### src/rtl/coin_acceptor.sv
// coin_acceptor: conditions raw coin-mech sensor levels for vending_machine.
//
// Each raw sensor level passes through a two-flop synchroniser and then a
// per-channel debounce counter. The rising edge of a debounced level is a coin
// "event". A two-state FSM turns events into registered single-cycle
// coin_5 / coin_10 / reject pulses and enforces a hold-off window after every
// pulse. audit_total keeps a saturating sum of accepted coin value.
//
// Output protocol: there is no handshake. coin_5, coin_10 and reject are
// one-cycle pulses, at most one high in any cycle. vending_machine samples them
// on every clock and has no way to stall them. accept_en is read only in the
// cycle an event is detected.
//
// Ports:
//   clk          system clock, rising edge
//   rst          synchronous reset, active-low
//   raw_5        asynchronous 5-unit sensor level
//   raw_10       asynchronous 10-unit sensor level
//   accept_en    1 = coins may be accepted (from vending_machine)
//   coin_5       one-cycle pulse, accepted 5-unit coin
//   coin_10      one-cycle pulse, accepted 10-unit coin
//   reject       one-cycle pulse, coin diverted to return chute
//   busy         high while in HOLDOFF (exposes FSM state)
//   audit_total  saturating sum of accepted coin values
module coin_acceptor #(
  parameter int DEBOUNCE_CYCLES = 4,
  parameter int HOLDOFF_CYCLES  = 3
) (
  input  logic       clk,
  input  logic       rst,
  input  logic       raw_5,
  input  logic       raw_10,
  input  logic       accept_en,
  output logic       coin_5,
  output logic       coin_10,
  output logic       reject,
  output logic       busy,
  output logic [7:0] audit_total
);

  localparam logic [3:0] DB_LAST   = 4'(DEBOUNCE_CYCLES - 1);
  localparam logic [3:0] HOLD_LOAD = 4'(HOLDOFF_CYCLES);

  typedef enum logic {
    IDLE    = 1'b0,
    HOLDOFF = 1'b1
  } state_t;

  // Channel index 0 = 5-unit sensor, 1 = 10-unit sensor.
  logic [1:0] meta;
  logic [1:0] s;
  logic [1:0] filt;
  logic [1:0] filt_q;
  logic [3:0] dcnt [2];
  logic [1:0] rise;

  state_t     state, state_n;
  logic [3:0] hcnt, hcnt_n;
  logic       coin_5_n, coin_10_n, reject_n;
  logic [7:0] audit_n;
  logic [8:0] audit_sum;

  // Synchroniser and debounce. The filtered level changes on the edge that
  // sees the DEBOUNCE_CYCLES-th consecutive mismatching sample, so a shorter
  // glitch clears the counter before it can flip the level.
  always_ff @(posedge clk) begin
    if (!rst) begin
      meta   <= '0;
      s      <= '0;
      filt   <= '0;
      filt_q <= '0;
      for (int i = 0; i < 2; i++) dcnt[i] <= '0;
    end else begin
      meta   <= {raw_10, raw_5};
      s      <= meta;
      filt_q <= filt;
      for (int i = 0; i < 2; i++) begin
        if (s[i] == filt[i]) begin
          dcnt[i] <= '0;
        end else if (dcnt[i] == DB_LAST) begin
          filt[i] <= s[i];
          dcnt[i] <= '0;
        end else begin
          dcnt[i] <= dcnt[i] + 4'd1;
        end
      end
    end
  end

  // Only the 0->1 transition of a filtered level is an event.
  assign rise = filt & ~filt_q;

  // Next-state and next-output logic.
  always_comb begin
    state_n   = state;
    hcnt_n    = hcnt;
    coin_5_n  = 1'b0;
    coin_10_n = 1'b0;
    reject_n  = 1'b0;
    unique case (state)
      IDLE: begin
        if (rise != 2'b00) begin
          state_n = HOLDOFF;
          hcnt_n  = HOLD_LOAD;
          // Simultaneous coins cannot be told apart reliably; return both.
          if (rise == 2'b11 || !accept_en) reject_n  = 1'b1;
          else if (rise[0])                coin_5_n  = 1'b1;
          else                             coin_10_n = 1'b1;
        end
      end
      HOLDOFF: begin
        // Events here are rejected but do not extend the window.
        reject_n = |rise;
        hcnt_n   = hcnt - 4'd1;
        if (hcnt == 4'd1) state_n = IDLE;
      end
      default: state_n = IDLE;
    endcase
  end

  // Audit total updates on the same edge that raises the coin pulse.
  always_comb begin
    audit_sum = {1'b0, audit_total};
    if (coin_5_n)       audit_sum = {1'b0, audit_total} + 9'd5;
    else if (coin_10_n) audit_sum = {1'b0, audit_total} + 9'd10;
    audit_n = audit_sum[8] ? 8'hFF : audit_sum[7:0];
  end

  always_ff @(posedge clk) begin
    if (!rst) begin
      state       <= IDLE;
      hcnt        <= '0;
      coin_5      <= 1'b0;
      coin_10     <= 1'b0;
      reject      <= 1'b0;
      audit_total <= '0;
    end else begin
      state       <= state_n;
      hcnt        <= hcnt_n;
      coin_5      <= coin_5_n;
      coin_10     <= coin_10_n;
      reject      <= reject_n;
      audit_total <= audit_n;
    end
  end

  assign busy = (state == HOLDOFF);

endmodule

### config.mk
export PLATFORM = sky130hd
export DESIGN_NAME = coin_acceptor
export DESIGN_NICKNAME = d
export VERILOG_FILES = /design/src/rtl/coin_acceptor.sv
export SDC_FILE = /design/constraint.sdc
export NUM_CORES = 1
export LEC_CHECK = 0
export CAP_MARGIN = 20
export CORE_ASPECT_RATIO = 0.7
export CORE_MARGIN = 10
export CORE_UTILIZATION = 58
export CTS_BUF_LIST = sky130_fd_sc_hd__clkbuf_8
export DETAILED_ROUTE_END_ITERATION = 8
export GPL_ROUTABILITY_DRIVEN = 1
export GPL_TIMING_DRIVEN = 0
export HOLD_SLACK_MARGIN = 0.15
export PLACE_DENSITY_LB_ADDON = 0.15
export SLEW_MARGIN = 10
export SYNTH_ARGS = -nofsm -noshare
export SYNTH_HDL_FRONTEND = slang
export SYNTH_SLANG_ARGS = --single-unit
export TNS_END_PERCENT = 5
### constraint.sdc
create_clock -name clk -period 1.8 [get_ports clk]
set_input_delay 0.18 -clock clk [delete_from_list [all_inputs] [get_ports clk]]
set_output_delay 0.18 -clock clk [all_outputs]
set_load 0.01 [all_outputs]
==> results.json, run 1 <==
{
  "crit_path_start_kind": "register",
  "post-dp-hpwl_um": 2490,
  "num_antenna_cells": 0,
  "worstHoldEndpoint": "audit_total[7]$_SDFFE_PN0P_",
  "avgViaCountPerCell": 5.76,
  "grt_max_degree": 11,
  "finalClockSkew_ns": 0.0101,
  "cap_viol_max_count": 0,
  "fin_crit_sh": 0.926,
  "p_leak_uw": 0.000753,
  "routed-via-count": 1313,
  "irDropWorstVdd_mv": 0.525,
  "final-instance-count-excl-fill": 228,
  "gr-usage-met2": 0.198,
  "drv_slew": 0,
  "synth_top_family_by_area": "simple AND/OR/NAND/NOR gates",
  "ys.warnings.count": 0,
  "die_area_mm2": 0.00532,
  "slew_headroom": 0.652,
  "fillers": 177,
  "floorplan.initialDensity": 0.632,
  "worstPathArrival_ns": 1.86,
  "cts-resized-gates": 0,
  "synth-edff-count": 8,
  "grt-ovfl-total": 0,
  "area_growth_pct": 19.6,
  "post-cts-setup-buffer-count": 0,
  "coreArea_mm2": 0.00255,
  "drc_errors": 0,
  "die_h_um": 64.1,
  "io_pins": 17,
  "drtPass1Iterations": 4,
  "multi_input_area_um2": 868,
  "clk_latency_ns": 0.29,
  "synth_compound_gate_area_share": 0.183,
  "h-tree-depth": 2,
  "synthXorXnorAreaFrac": 0.0380,
  "use_met1": 0.153,
  "finalWirelength_um": 3480,
  "critical_path_class": "reg2reg",
  "grt_pass1_vias": 1215,
  "port_buffers": 15,
  "busiest_layer": "met2",
  "synth_cells": 164,
  "hold_buffers": 0,
  "drive_gt1_frac": 0.134,
  "synthArstFlopShare": 0,
  "synthFlopType": "dfxtp_1",
  "tightest_slew_ns": 0.522,
  "grtUsageMet3": 0.0646,
  "seq_area_um2": 722,
  "status": "completed",
  "grt_pass1_wl_um": 5660,
  "yosys.area_share.adder": 0.0543,
  "gp_congestion": 0.852,
  "dp.cells": 220,
  "cts_max_path_buffers": 2,
  "cts.root.buffer_cell": "clkbuf_8",
  "nets": 205,
  "yosysSeqAreaShare": 0.447,
  "first_iter_violations": 82,
  "routedWlPerCell_um": 15.3,
  "std_cell_rows": 15,
  "r2r-end": "audit_total[3]$_SDFFE_PN0P_",
  "netlist_area_mm2": 0.00161,
  "r2r_start": "audit_total[1]$_SDFFE_PN0P_",
  "hold_depth": 3,
  "clkTransAtPathRegs_ns": 0.06,
  "drtAntennaViolNets": 0,
  "die_x_um": 83.0,
  "yosys.area_share.simple": 0.236,
  "placed_area_mm2": 0.00183,
  "min_period_ns": 1.67,
  "muxShareOfSynthArea": 0.00621,
  "end_kind": "register",
  "clock_sinks": 32,
  "fin_area_mm2": 0.00193,
  "track_usage": 0.130,
  "cts_tree": "done",
  "r2r_slack_ns": 0.13,
  "finalHoldViolCount": 0,
  "cts_made_buffers": 5,
  "avgSynthCellArea_um2": 9.83,
  "rsz0062_at_grt": "false",
  "min_from": "rst",
  "r2r_cells": 6,
  "fmax_ghz": 0.600,
  "hp-class": "in2reg",
  "antenna_found_initial": 0,
  "worstPathMaxFanout": 7,
  "synth-seq-cells": 32,
  "power_density_mw_per_mm2": 724,
  "synth.distinct_cells": 51,
  "setup_viol": 0,
  "critPathRequiredTime_ns": 2.00
}
cell usage in the layout, fill, tap and decap left out, types with 3 or more instances in the layout:
cell,n
a21boi_0,3
a21oi_1,4
a31oi_1,3
and2_1,6
clkbuf_1,3
clkbuf_8,6
clkdlybuf4s50_1,15
conb_1,8
dfxtp_1,23
edfxtp_1,8
ha_1,7
inv_1,8
nand2_1,15
nand2b_2,3
nand3_1,9
nor2_1,14
nor2b_1,4
o211a_1,3
o21ai_0,6
xnor2_1,3
xor2_1,4
synth_stat cells (2+ instances only):
cell type,count,share of area
a21oi_1,5,0.016
ha_1,7,0.054
inv_1,7,0.016
o21ai_0,6,0.019
nor3_2,2,0.012
edfxtp_1,8,0.15
clkbuf_1,3,0.0070
nand4_1,2,0.0078
and4bb_4,2,0.020
a31oi_1,3,0.012
dfxtp_1,24,0.30
nand2b_2,3,0.016
nand2_1,15,0.035
nor4_1,2,0.0078
nor2_1,14,0.033
xnor2_1,3,0.016
nor2b_1,4,0.016
nand3_1,9,0.028
a21boi_0,3,0.014
o211a_1,3,0.019
xor2_1,4,0.022
and2_1,6,0.023
cell type report:
cell class / count / share of cell area
Sequential cell: 32 / 0.374
Clock buffer: 6 / 0.0428
Multi-Input combinational cell: 127 / 0.450
Timing Repair Buffer: 15 / 0.0778
Buffer: 5 / 0.0143
Tap cell: 34 / 0.0220
Clock inverter: 2 / 0.00519
Inverter: 7 / 0.0136
power by group:
| part | internal [uW] | switching [uW] | leakage (uW) |
|---|---|---|---|
| combinational | 27.7 | 36.9 | 0.000423 |
| sequential | 752 | 12.1 | 0.000277 |
| clock | 305 | 263 | 0.0000529 |
worst max-delay path, cell delays in order, from the launching register on:
cell and delay (ns):
dfxtp_1 0.49, ha_1 0.23, or2_2 0.15, nand3_4 0.09, a21oi_2 0.24, nand2b_1 0.16
a31oi_1 0.21
through the flow:
step	setup WS [ns]	total power [uW]	util	hold WS, ns	TNS, ns
after global routing	0.0267	1450	0.756	0.442	0
after floorplan	0.223	820	-	0.307	0
after CTS	0.0922	1400	0.754	0.360	0
final	0.133	1400	0.756	0.368	0
after global placement	0.0366	838	0.718	0.417	0
after detailed placement	-0.0153	843	0.718	0.421	-0.0153
layer usage:
metal	part of all wire	up-vias
li1	-	644
met1	0.46	604
met2	0.43	50
met3	0.081	15
met4	0.030	0
met5	0	-
registers in the layout (all words and copies together) (netlist names), 2 cells and up:
name	flops
audit_total	8
meta	2
hcnt	4
s	2
filt_q	2
dcnt	8
filt	2
worst max path at each step:
stage               slack (ns)  depth (start not counted)                           to                         from
floorplan                 0.22                          7  audit_total[7]$_SDFFE_PN0P_  audit_total[2]$_SDFFE_PN0P_
CTS                       0.09                          7  audit_total[7]$_SDFFE_PN0P_  audit_total[2]$_SDFFE_PN0P_
finish                    0.13                          6  audit_total[3]$_SDFFE_PN0P_  audit_total[1]$_SDFFE_PN0P_
global route              0.03                          5  audit_total[7]$_SDFFE_PN0P_         filt[1]$_SDFFE_PN0P_
detailed placement       -0.02                          6  audit_total[7]$_SDFFE_PN0P_                    accept_en
global placement          0.04                          6  audit_total[7]$_SDFFE_PN0P_                    accept_en
logic make-up (layout without fill, tap and decap cells):
| family | after synthesis | after routing |
|---|---|---|
| buffers and inverters | 12 | 35 |
| other | 1 | 8 |
| flip-flops | 32 | 32 |
| AND/OR/NAND/NOR | 66 | 66 |
| multiplexers | 1 | 1 |
| XOR/XNOR | 7 | 7 |
| AO/OA/AOI/OAI | 38 | 38 |
| adder cells (fa/ha/maj) | 7 | 7 |
No activity file was read; power rests on OpenSTA's default activity.
==> run 2: changes to the inputs <==
--- a/config.mk
+++ b/config.mk
@@ -6,7 +6,6 @@
 export NUM_CORES = 1
 export LEC_CHECK = 0
 export CAP_MARGIN = 20
-export CORE_ASPECT_RATIO = 0.7
 export CORE_MARGIN = 10
 export CORE_UTILIZATION = 58
 export CTS_BUF_LIST = sky130_fd_sc_hd__clkbuf_8
@@ -15,6 +14,7 @@
 export GPL_TIMING_DRIVEN = 0
 export HOLD_SLACK_MARGIN = 0.15
 export PLACE_DENSITY_LB_ADDON = 0.15
+export SKIP_CTS_REPAIR_TIMING = 1
 export SLEW_MARGIN = 10
 export SYNTH_ARGS = -nofsm -noshare
 export SYNTH_HDL_FRONTEND = slang
==> run 2 against run 1 <==
Sequential power is essentially flat. Combinational power shrank 0.8%. Worst setup slack gained 0.015 ns. Sequential share of layout area shrank 0.11 points. Clock power grew 6.0%. Routed wire length grew 1.7%. Non-clock buffer count is the same. Critical path type unchanged. Highest routed layer unchanged.
==> results.json, run 2 (synthesis results as in run 1) <==
{
  "pre_cts_ws_ns": -0.0192,
  "clock_sinks": 32,
  "switching_share": 0.215,
  "finalClockSkew_ns": 0.00787,
  "r2r_start": "audit_total[1]$_SDFFE_PN0P_",
  "first_iter_violations": 44,
  "area_growth_pct": 19.8,
  "p_sw_uw": 307,
  "cts.root.buffer_cell": "clkbuf_8",
  "nets": 205,
  "power_frac_clock": 0.421,
  "crit_path_start_kind": "register",
  "min_period_ns": 1.65,
  "gp_congestion": 0.890,
  "drive_gt1_frac": 0.129,
  "port_buffers": 15,
  "avgViaCountPerCell": 5.68,
  "routed-via-count": 1278,
  "cts_made_buffers": 5,
  "fmax_ghz": 0.606,
  "num_antenna_cells": 0,
  "hold_depth": 3,
  "setup_viol": 0,
  "coreArea_mm2": 0.00271,
  "most-common-layout-cells": "dfxtp_1 (24), nand2_1 (15), clkdlybuf4s50_1 (15)",
  "die_h_um": 72.7,
  "drtPass1Iterations": 5,
  "std_cell_rows": 19,
  "worstHoldEndpoint": "audit_total[7]$_SDFFE_PN0P_",
  "finalHoldViolCount": 0,
  "critPathRequiredTime_ns": 2.01,
  "post-dp-hpwl_um": 2550,
  "r2r_cells": 6,
  "intPower_uw": 1120,
  "clkTransAtPathRegs_ns": 0.07,
  "hp-class": "in2reg",
  "clk_latency_ns": 0.28,
  "drc_errors": 0,
  "h-tree-depth": 2,
  "grt_pass1_wl_um": 5810,
  "power_density_mw_per_mm2": 740,
  "irDropWorstVdd_mv": 0.683,
  "cts_max_path_buffers": 2,
  "drv_slew": 0,
  "cts_tree": "done",
  "p_leak_uw": 0.000756,
  "r2r_slack_ns": 0.15,
  "final_common_cell": "dfxtp_1",
  "die_x_um": 72.7,
  "critical_path_class": "reg2reg",
  "drtAntennaViolNets": 0,
  "status": "completed",
  "seq_power_share": 0.535,
  "antenna_found_initial": 0,
  "cap_viol_max_count": 0,
  "grt-ovfl-total": 0,
  "fin_crit_sh": 0.917,
  "top_regs": "audit_total x8, dcnt x8, hcnt x4",
  "timing.final.ws_setup_ns": 0.149,
  "die_area_mm2": 0.00529,
  "pwr-share-comb": 0.045,
  "min_from": "rst",
  "whs_ns": 0.318,
  "worstPathArrival_ns": 1.86,
  "routedWlPerCell_um": 15.7,
  "rsz0062_at_grt": "false",
  "track_usage": 0.137,
  "end_kind": "register",
  "worstPathMaxFanout": 7,
  "finalWirelength_um": 3540,
  "grt_max_degree": 11,
  "grt_pass1_vias": 1278,
  "r2r-end": "audit_total[3]$_SDFFE_PN0P_",
  "io_pins": 17,
  "floorplan.initialDensity": 0.595
}
[run 2: cell count changes in the layout (fill, tap and decap cells not counted)]
cell      change
clkbuf_8      +1
dfxtp_1       +1
inv_4         -1
dfxtp_2       -1
[run 2: layer usage]
layer  GRT usage  vias to the layer above  wire length (um)
met5           0                        -                 0
met4      0.0675                        0                36
li1            -                      641                 -
met1       0.149                      599              1440
met2       0.228                       34              1850
met3      0.0503                        4               216
[run 2: stage by stage]
step	setup TNS (ns)	cell area (um2)	utilization	total power, uW	std cells
after CTS	0	1930	0.711	1430	225
after global placement	0	1830	0.675	839	217
after global routing	0	1930	0.713	1470	225
after detailed placement	-0.0335	1830	0.675	843	217
final	0	1930	0.713	1430	225
after floorplan	0	1640	-	820	171
[run 2: worst max path at each step]
| stage | start | endpoint | slack (ns) | depth (start not counted) |
|---|---|---|---|---|
| floorplan | audit_total[2]$_SDFFE_PN0P_ | audit_total[7]$_SDFFE_PN0P_ | 0.22 | 7 |
| global placement | accept_en | audit_total[3]$_SDFFE_PN0P_ | 0.02 | 6 |
| detailed placement | accept_en | audit_total[1]$_SDFFE_PN0P_ | -0.02 | 6 |
| CTS | audit_total[2]$_SDFFE_PN0P_ | audit_total[5]$_SDFFE_PN0P_ | 0.09 | 7 |
| global route | audit_total[2]$_SDFFE_PN0P_ | audit_total[5]$_SDFFE_PN0P_ | 0.01 | 7 |
| finish | audit_total[1]$_SDFFE_PN0P_ | audit_total[3]$_SDFFE_PN0P_ | 0.15 | 6 |
[run 2: final cells by class]
| class | instances | area (um2) |
|---|---|---|
| Inverter | 7 | 26.3 |
| Fill cell | 203 | 778 |
| Tap cell | 31 | 38.8 |
| Clock inverter | 1 | 3.75 |
| Multi-Input combinational cell | 127 | 868 |
| Clock buffer | 7 | 96.3 |
| Timing Repair Buffer | 15 | 150 |
| Buffer | 5 | 27.5 |
| Sequential cell | 32 | 721 |
[run 2: worst max-delay path, cell delays in order (launching register included)]
cell,delay [ns]
dfxtp_1,0.49
ha_1,0.23
or2_2,0.16
nand3_4,0.09
a21oi_2,0.27
nand2b_1,0.18
a31oi_1,0.16
[run 2: power by group through the flow]
stage	clock network [uW]	logic (uW)	registers, uW
after floorplan	0	42.5	777
after global placement	0	59.6	779
after detailed placement	0	62.4	780
after CTS	607	63.4	765
after global routing	633	72.5	767
final	602	64.0	764
